## src/rtl/time_dmr_retry_sched.sv

```systemverilog
// Retry scheduler in front of time_DMR_start (external-ID mode).
// Tags each new transaction with a rotating ID, keeps a copy per ID until the
// end side reports completion, re-issues copies on retry requests (retries win
// over new traffic) and drops an ID once its retry budget is spent.
// Optional build macro TIME_DMR_RETRY_SCHED_STATS_EN adds retry/drop counters.
module time_dmr_retry_sched #(
  parameter type         DataType   = logic [7:0],
  parameter int unsigned IDSize     = 4,
  parameter int unsigned MaxRetries = 2
) (
  input  logic              clk_i,
  input  logic              rst_ni,
  input  logic              enable_i,
  input  DataType           data_i,
  input  logic              valid_i,
  output logic              ready_o,
  output DataType           data_o,
  output logic [IDSize-1:0] id_o,
  output logic              valid_o,
  input  logic              ready_i,
  input  logic              done_valid_i,
  input  logic [IDSize-1:0] done_id_i,
  input  logic              retry_valid_i,
  input  logic [IDSize-1:0] retry_id_i,
`ifdef TIME_DMR_RETRY_SCHED_STATS_EN
  output logic [15:0]       retry_cnt_o,
  output logic [15:0]       drop_cnt_o,
`endif
  output logic              error_o,
  output logic [IDSize-1:0] error_id_o,
  output logic              busy_o
);

  localparam int unsigned Depth = 2 ** IDSize;
  localparam int unsigned CntW  = (MaxRetries > 0) ? $clog2(MaxRetries + 1) : 1;
  localparam logic [CntW-1:0] MaxCnt = CntW'(MaxRetries);

  logic [Depth-1:0]  alloc_q, alloc_d, pend_q, pend_d;
  logic [CntW-1:0]   cnt_q [Depth];
  logic [CntW-1:0]   cnt_d [Depth];
  DataType           tbl_q [Depth];
  logic [IDSize-1:0] next_id_q, next_id_d;
  logic              mode_q, mode_d;  // 1: scheduling, 0: bypass
  logic              valid_q, valid_d;
  DataType           dout_q, dout_d;
  logic [IDSize-1:0] id_q, id_d;
  logic              err_q, err_d;
  logic [IDSize-1:0] err_id_q, err_id_d;
  logic              busy_q;

  logic              slot_free, mode_switch, ready;
  logic              pend_found, accept, issue_retry, drop;
  logic [IDSize-1:0] pend_idx;

  assign slot_free   = !valid_q || ready_i;
  // Mode only changes once nothing is in flight and the output stage is empty.
  assign mode_switch = !busy_q && !valid_q && (enable_i != mode_q);
  assign mode_d      = mode_switch ? enable_i : mode_q;

  // Lowest-index pending entry has issue priority.
  always_comb begin
    pend_found = 1'b0;
    pend_idx   = '0;
    for (int i = 0; i < Depth; i++) begin
      if (pend_q[i] && !pend_found) begin
        pend_found = 1'b1;
        pend_idx   = IDSize'(i);
      end
    end
  end

  // Upstream ready; held low during a mode switch so nothing is accepted under
  // the outgoing mode's bookkeeping.
  always_comb begin
    if (mode_switch) begin
      ready = 1'b0;
    end else if (mode_q) begin
      ready = slot_free && !alloc_q[next_id_q] && !pend_found;
    end else begin
      ready = slot_free;
    end
  end

  assign ready_o = ready;

  // Next-state for output stage and ID table: issue first, then done, then retry.
  always_comb begin
    alloc_d     = alloc_q;
    pend_d      = pend_q;
    cnt_d       = cnt_q;
    next_id_d   = next_id_q;
    valid_d     = valid_q;
    dout_d      = dout_q;
    id_d        = id_q;
    err_d       = 1'b0;
    err_id_d    = err_id_q;
    accept      = 1'b0;
    issue_retry = 1'b0;
    drop        = 1'b0;

    if (slot_free) begin
      valid_d = 1'b0;
      if (mode_q) begin
        if (pend_found) begin
          issue_retry       = 1'b1;
          valid_d           = 1'b1;
          dout_d            = tbl_q[pend_idx];
          id_d              = pend_idx;
          pend_d[pend_idx]  = 1'b0;
          cnt_d[pend_idx]   = cnt_q[pend_idx] + CntW'(1);
        end else if (valid_i && ready) begin
          accept             = 1'b1;
          valid_d            = 1'b1;
          dout_d             = data_i;
          id_d               = next_id_q;
          alloc_d[next_id_q] = 1'b1;
          pend_d[next_id_q]  = 1'b0;
          cnt_d[next_id_q]   = '0;
          next_id_d          = next_id_q + IDSize'(1);
        end
      end else if (valid_i && ready) begin
        valid_d = 1'b1;
        dout_d  = data_i;
        id_d    = '0;
      end
    end

    if (mode_q) begin
      // A same-cycle retry on the same ID overrides the completion.
      if (done_valid_i && alloc_q[done_id_i] &&
          !(retry_valid_i && (retry_id_i == done_id_i))) begin
        alloc_d[done_id_i] = 1'b0;
        pend_d[done_id_i]  = 1'b0;
        cnt_d[done_id_i]   = '0;
      end
      // Budget is judged on the count after any load made this cycle.
      if (retry_valid_i && alloc_q[retry_id_i]) begin
        if (cnt_d[retry_id_i] < MaxCnt) begin
          pend_d[retry_id_i] = 1'b1;
        end else begin
          drop                = 1'b1;
          alloc_d[retry_id_i] = 1'b0;
          pend_d[retry_id_i]  = 1'b0;
          cnt_d[retry_id_i]   = '0;
          err_d               = 1'b1;
          err_id_d            = retry_id_i;
        end
      end
    end
  end

  // State registers.
  always_ff @(posedge clk_i or negedge rst_ni) begin
    if (!rst_ni) begin
      alloc_q   <= '0;
      pend_q    <= '0;
      for (int i = 0; i < Depth; i++) cnt_q[i] <= '0;
      next_id_q <= '0;
      mode_q    <= 1'b1;
      valid_q   <= 1'b0;
      dout_q    <= '0;
      id_q      <= '0;
      err_q     <= 1'b0;
      err_id_q  <= '0;
      busy_q    <= 1'b0;
    end else begin
      alloc_q   <= alloc_d;
      pend_q    <= pend_d;
      cnt_q     <= cnt_d;
      next_id_q <= next_id_d;
      mode_q    <= mode_d;
      valid_q   <= valid_d;
      dout_q    <= dout_d;
      id_q      <= id_d;
      err_q     <= err_d;
      err_id_q  <= err_id_d;
      busy_q    <= |alloc_d;
    end
  end

  // Payload copies; only meaningful while alloc is set, so no reset needed.
  always_ff @(posedge clk_i) begin
    if (accept) tbl_q[next_id_q] <= data_i;
  end

  assign valid_o    = valid_q;
  assign data_o     = dout_q;
  assign id_o       = id_q;
  assign error_o    = err_q;
  assign error_id_o = err_id_q;
  assign busy_o     = busy_q;

`ifdef TIME_DMR_RETRY_SCHED_STATS_EN
  logic [15:0] retry_cnt_q, drop_cnt_q;

  // Saturating retry-issue and drop counters.
  always_ff @(posedge clk_i or negedge rst_ni) begin
    if (!rst_ni) begin
      retry_cnt_q <= '0;
      drop_cnt_q  <= '0;
    end else begin
      if (issue_retry && (retry_cnt_q != 16'hFFFF)) retry_cnt_q <= retry_cnt_q + 16'd1;
      if (drop && (drop_cnt_q != 16'hFFFF))         drop_cnt_q  <= drop_cnt_q + 16'd1;
    end
  end

  assign retry_cnt_o = retry_cnt_q;
  assign drop_cnt_o  = drop_cnt_q;
`endif

endmodule
```

## config.mk

```make
export PLATFORM = sky130hd
export DESIGN_NAME = time_dmr_retry_sched
export DESIGN_NICKNAME = d
export VERILOG_FILES = /design/src/rtl/time_dmr_retry_sched.sv
export SDC_FILE = /design/constraint.sdc
export NUM_CORES = 1
export LEC_CHECK = 0
export ABC_AREA = 1
export CAP_MARGIN = 10
export CORE_AREA = 2 2 151 153
export DETAILED_ROUTE_END_ITERATION = 16
export DIE_AREA = 0 0 153 155
export MAX_ROUTING_LAYER = met4
export PLACE_DENSITY = 0.75
export SETUP_SLACK_MARGIN = 0.4
export SKIP_CTS_REPAIR_TIMING = 1
export SLEW_MARGIN = 40
export SYNTH_ARGS = -nofsm -noshare
export SYNTH_HDL_FRONTEND = slang
export SYNTH_SLANG_ARGS = --single-unit
```

## constraint.sdc

```tcl
create_clock -name clk_i -period 3.4 [get_ports clk_i]
set_input_delay 0.68 -clock clk_i [delete_from_list [all_inputs] [get_ports clk_i]]
set_output_delay 0.68 -clock clk_i [all_outputs]
set_load 0.01 [all_outputs]
```

==> results of run 1 <==
[worst max-delay path, delay by kind of cell, from the launching register on]
| family | cells | cell delay (ns) |
|---|---|---|
| AND/OR/NAND/NOR | 32 | 3.14 |
| flip-flops | 1 | 0.41 |
| AO/OA/AOI/OAI | 1 | 0.18 |
| buffers and inverters | 6 | 0.81 |
[metal layers]
| metal | GRT usage | share of wire |
|---|---|---|
| met1 | 0.487 | 0.36 |
| met2 | 0.638 | 0.47 |
| met3 | 0.0482 | 0.094 |
| met4 | 0.191 | 0.074 |
| met5 | - | 0 |
[flip-flops by register name, indices dropped and copies added, names as in the netlist, 4 cells and up]
name / count
id_o: 4
pend_q: 16
error_id_o: 4
next_id_q: 4
alloc_q: 16
tbl_q: 128
cnt_q: 32
data_o: 8
[logic make-up (layout without fill, tap and decap cells)]
| family | after synthesis | after routing | synth area share |
|---|---|---|---|
| AO/OA/AOI/OAI | 282 | 282 | 0.144 |
| buffers and inverters | 253 | 647 | 0.0851 |
| AND/OR/NAND/NOR | 673 | 676 | 0.258 |
| flip-flops | 216 | 216 | 0.507 |
| adder cells (fa/ha/maj) | 4 | 4 | 0.00420 |
| XOR/XNOR | 3 | 3 | 0.00220 |
[final cells by class]
type	instances	area, um2	share of cell area
timing repair buffer	412	3790	0.217
inverter	193	737	0.0421
clock buffer	27	591	0.0337
clock inverter	14	171	0.00979
timing repair inverter	1	6.26	0.000357
sequential	216	6050	0.345
tap	285	357	0.0204
multi-input combinational	965	5810	0.332
[final timing paths]
path / to / start / slack [ns]
setup / recovery: busy_o / pend_q[2] / -1.28
hold / removal: cnt_q[11] / rst_ni / 0.23
setup reg to reg: busy_o / pend_q[2] / -1.28
hold reg to reg: id_o[2] / id_o[2] / 0.49
max in group asynchronous: mode_q / rst_ni / 2.38
min in group clk_i: id_o[2] / id_o[2] / 0.49
[stage by stage]
step	cell area, um2	setup slack [ns]	util	hold slack (ns)
after floorplan	12000	-0.213	-	0.384
after global placement	14800	-1.51	0.666	0.470
after detailed placement	14800	-1.53	0.666	0.474
after CTS	15600	-1.55	0.701	0.241
after global routing	17500	-1.54	0.788	0.277
final	17500	-1.28	0.788	0.225
[Yosys cell counts, types with 9 or more instances]
library cell    n  share of area
a21oi_1        52          0.022
a22o_1          9         0.0066
a22oi_1        37          0.023
a31oi_1        47          0.025
clkbuf_1       39          0.012
dfrtp_1        87           0.18
edfxtp_1      128           0.32
inv_1         177          0.056
nand2_1       288          0.091
nand2_2        10         0.0052
nand3_1       133          0.056
nand3_2        14          0.012
nand4_1        13         0.0068
nor2_1        149          0.047
nor3_1         10         0.0042
nor4_1         18         0.0094
o211ai_1       10         0.0063
o21ai_0        83          0.035
o22ai_1        18         0.0094
or2_2          12         0.0063
==> summary.txt, run 1 <==
Status
  • Status: complete, but fails checks
  • Failing checks: setup timing

Finish
  • Commonest non-fill, non-tap cell in the layout: buf_4
  • Post-route insts no fill: about 2100
  • Most frequent cells in the layout: buf_4 (290), nand2_1 (234), inv_1 (163), nor2_1 (128), edfxtp_1 (128)
  • Fin nets: 1839
  • Antenna fix cells: 0
  • Area Growth Syn to Fin: 46.8%
  • # fillers: 1521
  • Ratio of cells with drive above 1 in the final layout: 0.354

STA
  • Final setup violation count: 87
  • Slew HR: 0.487
  • Highest Clock Rate: approximately 210 MHz
  • Slew @ Worst Pin: 0.767 ns
  • Fin crit share: 1.38
  • Final Hold Fails: 0
  • Final TNS setup: -73.61 ns
  • Final Skew: about 0.019 ns
  • Tmin final: 4.68 ns
  • Setup WS post-layout: -1.28 ns
  • Slew Viols, Final: 0
  • RSZ-0062 raised after global routing: true

Clock network
  • Clock sinks: roughly 220
  • Num CTS Buffers: 23
  • Root buffer cell: clkbuf_16
  • Max clock buf depth: 3
  • H-tree Lvls: 1
  • Clock transition at path regs: 0.07 ns
  • Worst skew pair latency: between 0.5 and 0.6 ns
  • CTS tree: yes

Routing
  • Vias: 12900
  • Drt first-iter violations: 1577
  • WL/cell: 24.1 um
  • First-pass detailed-route iteration total: 6
  • DRC viols: 0
  • Avg Vias per Cell: 6.11
  • DRT antenna net count: 0
  • Total Wirelength: 50.8 mm

Synthesis
  • Seq/Total Area, Yosys: 0.507
  • #FFs+latches synth: roughly 220
  • Mapped Area: 11900 um2
  • Post-synthesis net count: 1458
  • Most used DFF post-synth: edfxtp_1
  • Ys async rst share: 0.407
  • Synth warnings: 0
  • Cells after synthesis: 1431
  • Synthesized area per cell: 8.34 um2
  • Post-synth EDFFs: 128
  • Distinct cells, synth: between 40 and 50

Placed design
  • IO buf count: 42
  • Cells after DPL: 2002
  • Global placement routability congestion: between 1 and 1.5
  • HPWL after DPL: between 30 and 40 mm

Worst setup path
  • Worst Path Max Fanout: 8
  • Critical Path Start Type: flip-flop
  • R2R cell count: 39
  • Worst path slowest cell: dfrtp_1
  • Worst Setup End Kind: flip-flop
  • WP data required: 3.79 ns
  • Crit path DAT: 5.07 ns
  • Crit-path max cell delay: 0.41 ns
  • Critical path class: reg2reg
  • CP most frequent cell: nand2_1

Die
  • Chip height: roughly 160 um
  • Die width: around 150 um
  • Row cnt: 55
  • Die footprint: 23700 um2
  • Initial Util: 0.537
  • # IOs: 43
  • Core Area: about 22000 um2

Global route
  • Initial antenna violation count: 0
  • First-pass GRT wire length: 67.5 mm
  • GR Overflow Total: 0
  • Maximum number of pins on one net before global-route repair: 67
  • Vias in the first global route: approximately 11000
  • Global Route Usage Sum: 0.390

Hold path
  • Hold Crit Class: in2async

Flow run
  • Max cap viols: 0
Power of run 1 is not shown: default switching activity piles up to over one toggle a cycle in this logic, so the estimate is an artifact.
==> run 2, diff against run 1 <==
- GPL_ROUTABILITY_DRIVEN: not set -> 0
==> run 2 against run 1 <==
  * Sequential share of layout area grew 1.7 points
  * Sequential cell count is the same
  * Critical path type unchanged
  * The flow still finishes with violations (setup timing)
  * Critical endpoint unchanged
  * Highest routed layer unchanged
  * Non-clock buffer count shrank 34
  * Via count grew 1.1%
  * Fmax shrank 6.2%
  * Final cell count shrank 1.6%
  * Largest cell class unchanged
==> summary.txt, run 2 (synthesized netlist as in run 1, its figures left out) <==
Global route
  • Met3 Usage GRT: 0.0582 (was 0.0482)
  • Maximum number of pins on one net before global-route repair: 67 (unchanged)
  • Global Route Usage Sum: 0.355 (was 0.390)
  • GR Overflow Total: 0 (unchanged)
  • Vias in the first global route: 11800 (was 11400)
  • GRT busiest layer: met2 (unchanged)
  • GR Util met2: 0.572 (was 0.638)
  • First-pass GRT wire length: 63.5 mm (was 67.5 mm)
  • Routing usage on met1: 0.421 (was 0.487)
  • Initial antenna violation count: 0 (unchanged)

Finish
  • Antenna fix cells: 0 (unchanged)
  • Post-route cell area: 16700 um2 (was 17500 um2)
  • Most frequent cells in the layout: buf_4 (277), nand2_1 (237), inv_1 (161), nor2_1 (128), edfxtp_1 (128) (was buf_4 (290), nand2_1 (234), inv_1 (163), nor2_1 (128), edfxtp_1 (128))
  • Commonest non-fill, non-tap cell in the layout: buf_4 (unchanged)
  • Fin nets: 1805 (was 1839)
  • Reg with most FFs: tbl_q (unchanged)
  • Biggest regs: tbl_q: 128 flops, cnt_q: 32 flops (unchanged)
  • Area Growth Syn to Fin: 39.9% (was 46.8%)
  • # fillers: 1382 (was 1521)
  • Largest register FFs: 128 (unchanged)
  • Ratio of cells with drive above 1 in the final layout: 0.319 (was 0.354)

STA
  • Slew Viols, Final: 0 (unchanged)
  • RSZ-0062 raised after global routing: true (unchanged)
  • Tmin final: 4.99 ns (was 4.68 ns)
  • Highest Clock Rate: 200 MHz (was 214 MHz)
  • Worst hold slack: 0.215 ns (was 0.225 ns)
  • Fin crit share: 1.47 (was 1.38)
  • Slew @ Worst Pin: 0.792 ns (was 0.767 ns)
  • Final Skew: 0.0122 ns (was 0.0187 ns)
  • Final Hold Fails: 0 (unchanged)
  • Slew HR: 0.472 (was 0.487)
  • Final setup violation count: 135 (was 87)
  • Setup WS post-layout: -1.59 ns (was -1.28 ns)

Die
  • Initial Util: 0.537 (unchanged)
  • Row cnt: 55 (unchanged)
  • Core Area: 22200 um2 (unchanged)
  • Die width: 153 um (unchanged)
  • # IOs: 43 (unchanged)
  • Die footprint: 23700 um2 (unchanged)
  • Chip height: 155 um (unchanged)

Status
  • Status: complete, but fails checks (unchanged)
  • Failing checks: setup timing (unchanged)

Clock network
  • Clock transition at path regs: 0.07 ns (about the same)
  • Clock sinks: 216 (unchanged)
  • Worst skew pair latency: 0.54 ns (was 0.52 ns)
  • Root buffer cell: clkbuf_16 (unchanged)
  • H-tree Lvls: 1 (unchanged)
  • Max clock buf depth: 3 (unchanged)
  • CTS tree: yes (unchanged)
  • Num CTS Buffers: 23 (unchanged)

Worst setup path
  • Critical path startpoint: pend_q[2] (unchanged)
  • Worst reg2reg startpoint: pend_q[2] (unchanged)
  • Worst-case register-to-register setup slack: -1.59 ns (was -1.28 ns)
  • Critical path class: reg2reg (unchanged)
  • Critical Path Start Type: flip-flop (unchanged)
  • Reg2Reg Capture Point: busy_o (unchanged)
  • Worst Path Max Fanout: 7 (was 8)
  • Worst path slowest cell: dfrtp_1 (unchanged)
  • WP data required: 3.83 ns (was 3.79 ns)
  • Crit path capture: busy_o (unchanged)
  • Crit path DAT: 5.42 ns (was 5.07 ns)
  • R2R cell count: 38 (was 39)
  • CP most frequent cell: nand2_1 (unchanged)
  • Worst Setup End Kind: flip-flop (unchanged)
  • Crit-path max cell delay: 0.41 ns (about the same)

Placed design
  • Post-DP Area: 14700 um2 (was 14800 um2)
  • HPWL after DPL: 30.1 mm (was 33.8 mm)
  • IO buf count: 42 (unchanged)

Routing
  • First-pass detailed-route iteration total: 7 (was 6)
  • Vias: 13000 (was 12900)
  • WL/cell: 22.5 um (was 24.1 um)
  • Avg Vias per Cell: 6.27 (was 6.11)
  • Total Wirelength: 46.7 mm (was 50.8 mm)
  • DRC viols: 0 (unchanged)
  • Drt first-iter violations: 1750 (was 1577)
  • DRT antenna net count: 0 (unchanged)

Hold path
  • Hold Crit Class: in2async (unchanged)

Flow run
  • Max cap viols: 0 (unchanged)
[run 2: worst min-delay path by stage]
stage	from	to	depth (start not counted)
after floorplan	rst_ni	alloc_q[0]	0
after global placement	id_o[0]	id_o[0]	2
after detailed placement	id_o[0]	id_o[0]	2
after CTS	rst_ni	cnt_q[10]	1
after global routing	rst_ni	cnt_q[11]	1
final	rst_ni	cnt_q[22]	1
[run 2: critical path, delay by kind of cell, from the launching register on]
kind,cells,cell delay [ns]
flops,1,0.41
compound gates,1,0.22
simple gates,32,3.48
buf+inv,5,0.77
[run 2: layer usage]
layer  up-vias  share of wire  routed length (um)
met2      1116           0.46               21300
met4         0          0.088                4120
met1      5986           0.33               15600
li1       5607              -                   -
met5         -              0                   0
met3       334           0.12                5620
[run 2: final cells by class]
| type | instances | area (um2) | area share |
|---|---|---|---|
| inverters | 193 | 737 | 0.0442 |
| repair buffers | 378 | 3300 | 0.197 |
| flip-flops and latches | 216 | 6050 | 0.362 |
| clock inverters | 14 | 146 | 0.00877 |
| multi-input cells | 966 | 5460 | 0.327 |
| well taps | 285 | 357 | 0.0214 |
| clock buffers | 28 | 644 | 0.0386 |
[run 2: stage by stage]
step / util / cells / setup slack (ns) / TNS (ns)
global route: 0.751 / 2080 / -1.77 / -119.25
finish: 0.751 / 2080 / -1.59 / -100.40
detailed placement: 0.661 / 1987 / -1.21 / -80.09
global placement: 0.661 / 1987 / -1.13 / -66.20
CTS: 0.697 / 2029 / -1.27 / -88.22
floorplan: - / 1431 / -0.213 / -0.873
Power of run 2 is left out for the same reason.
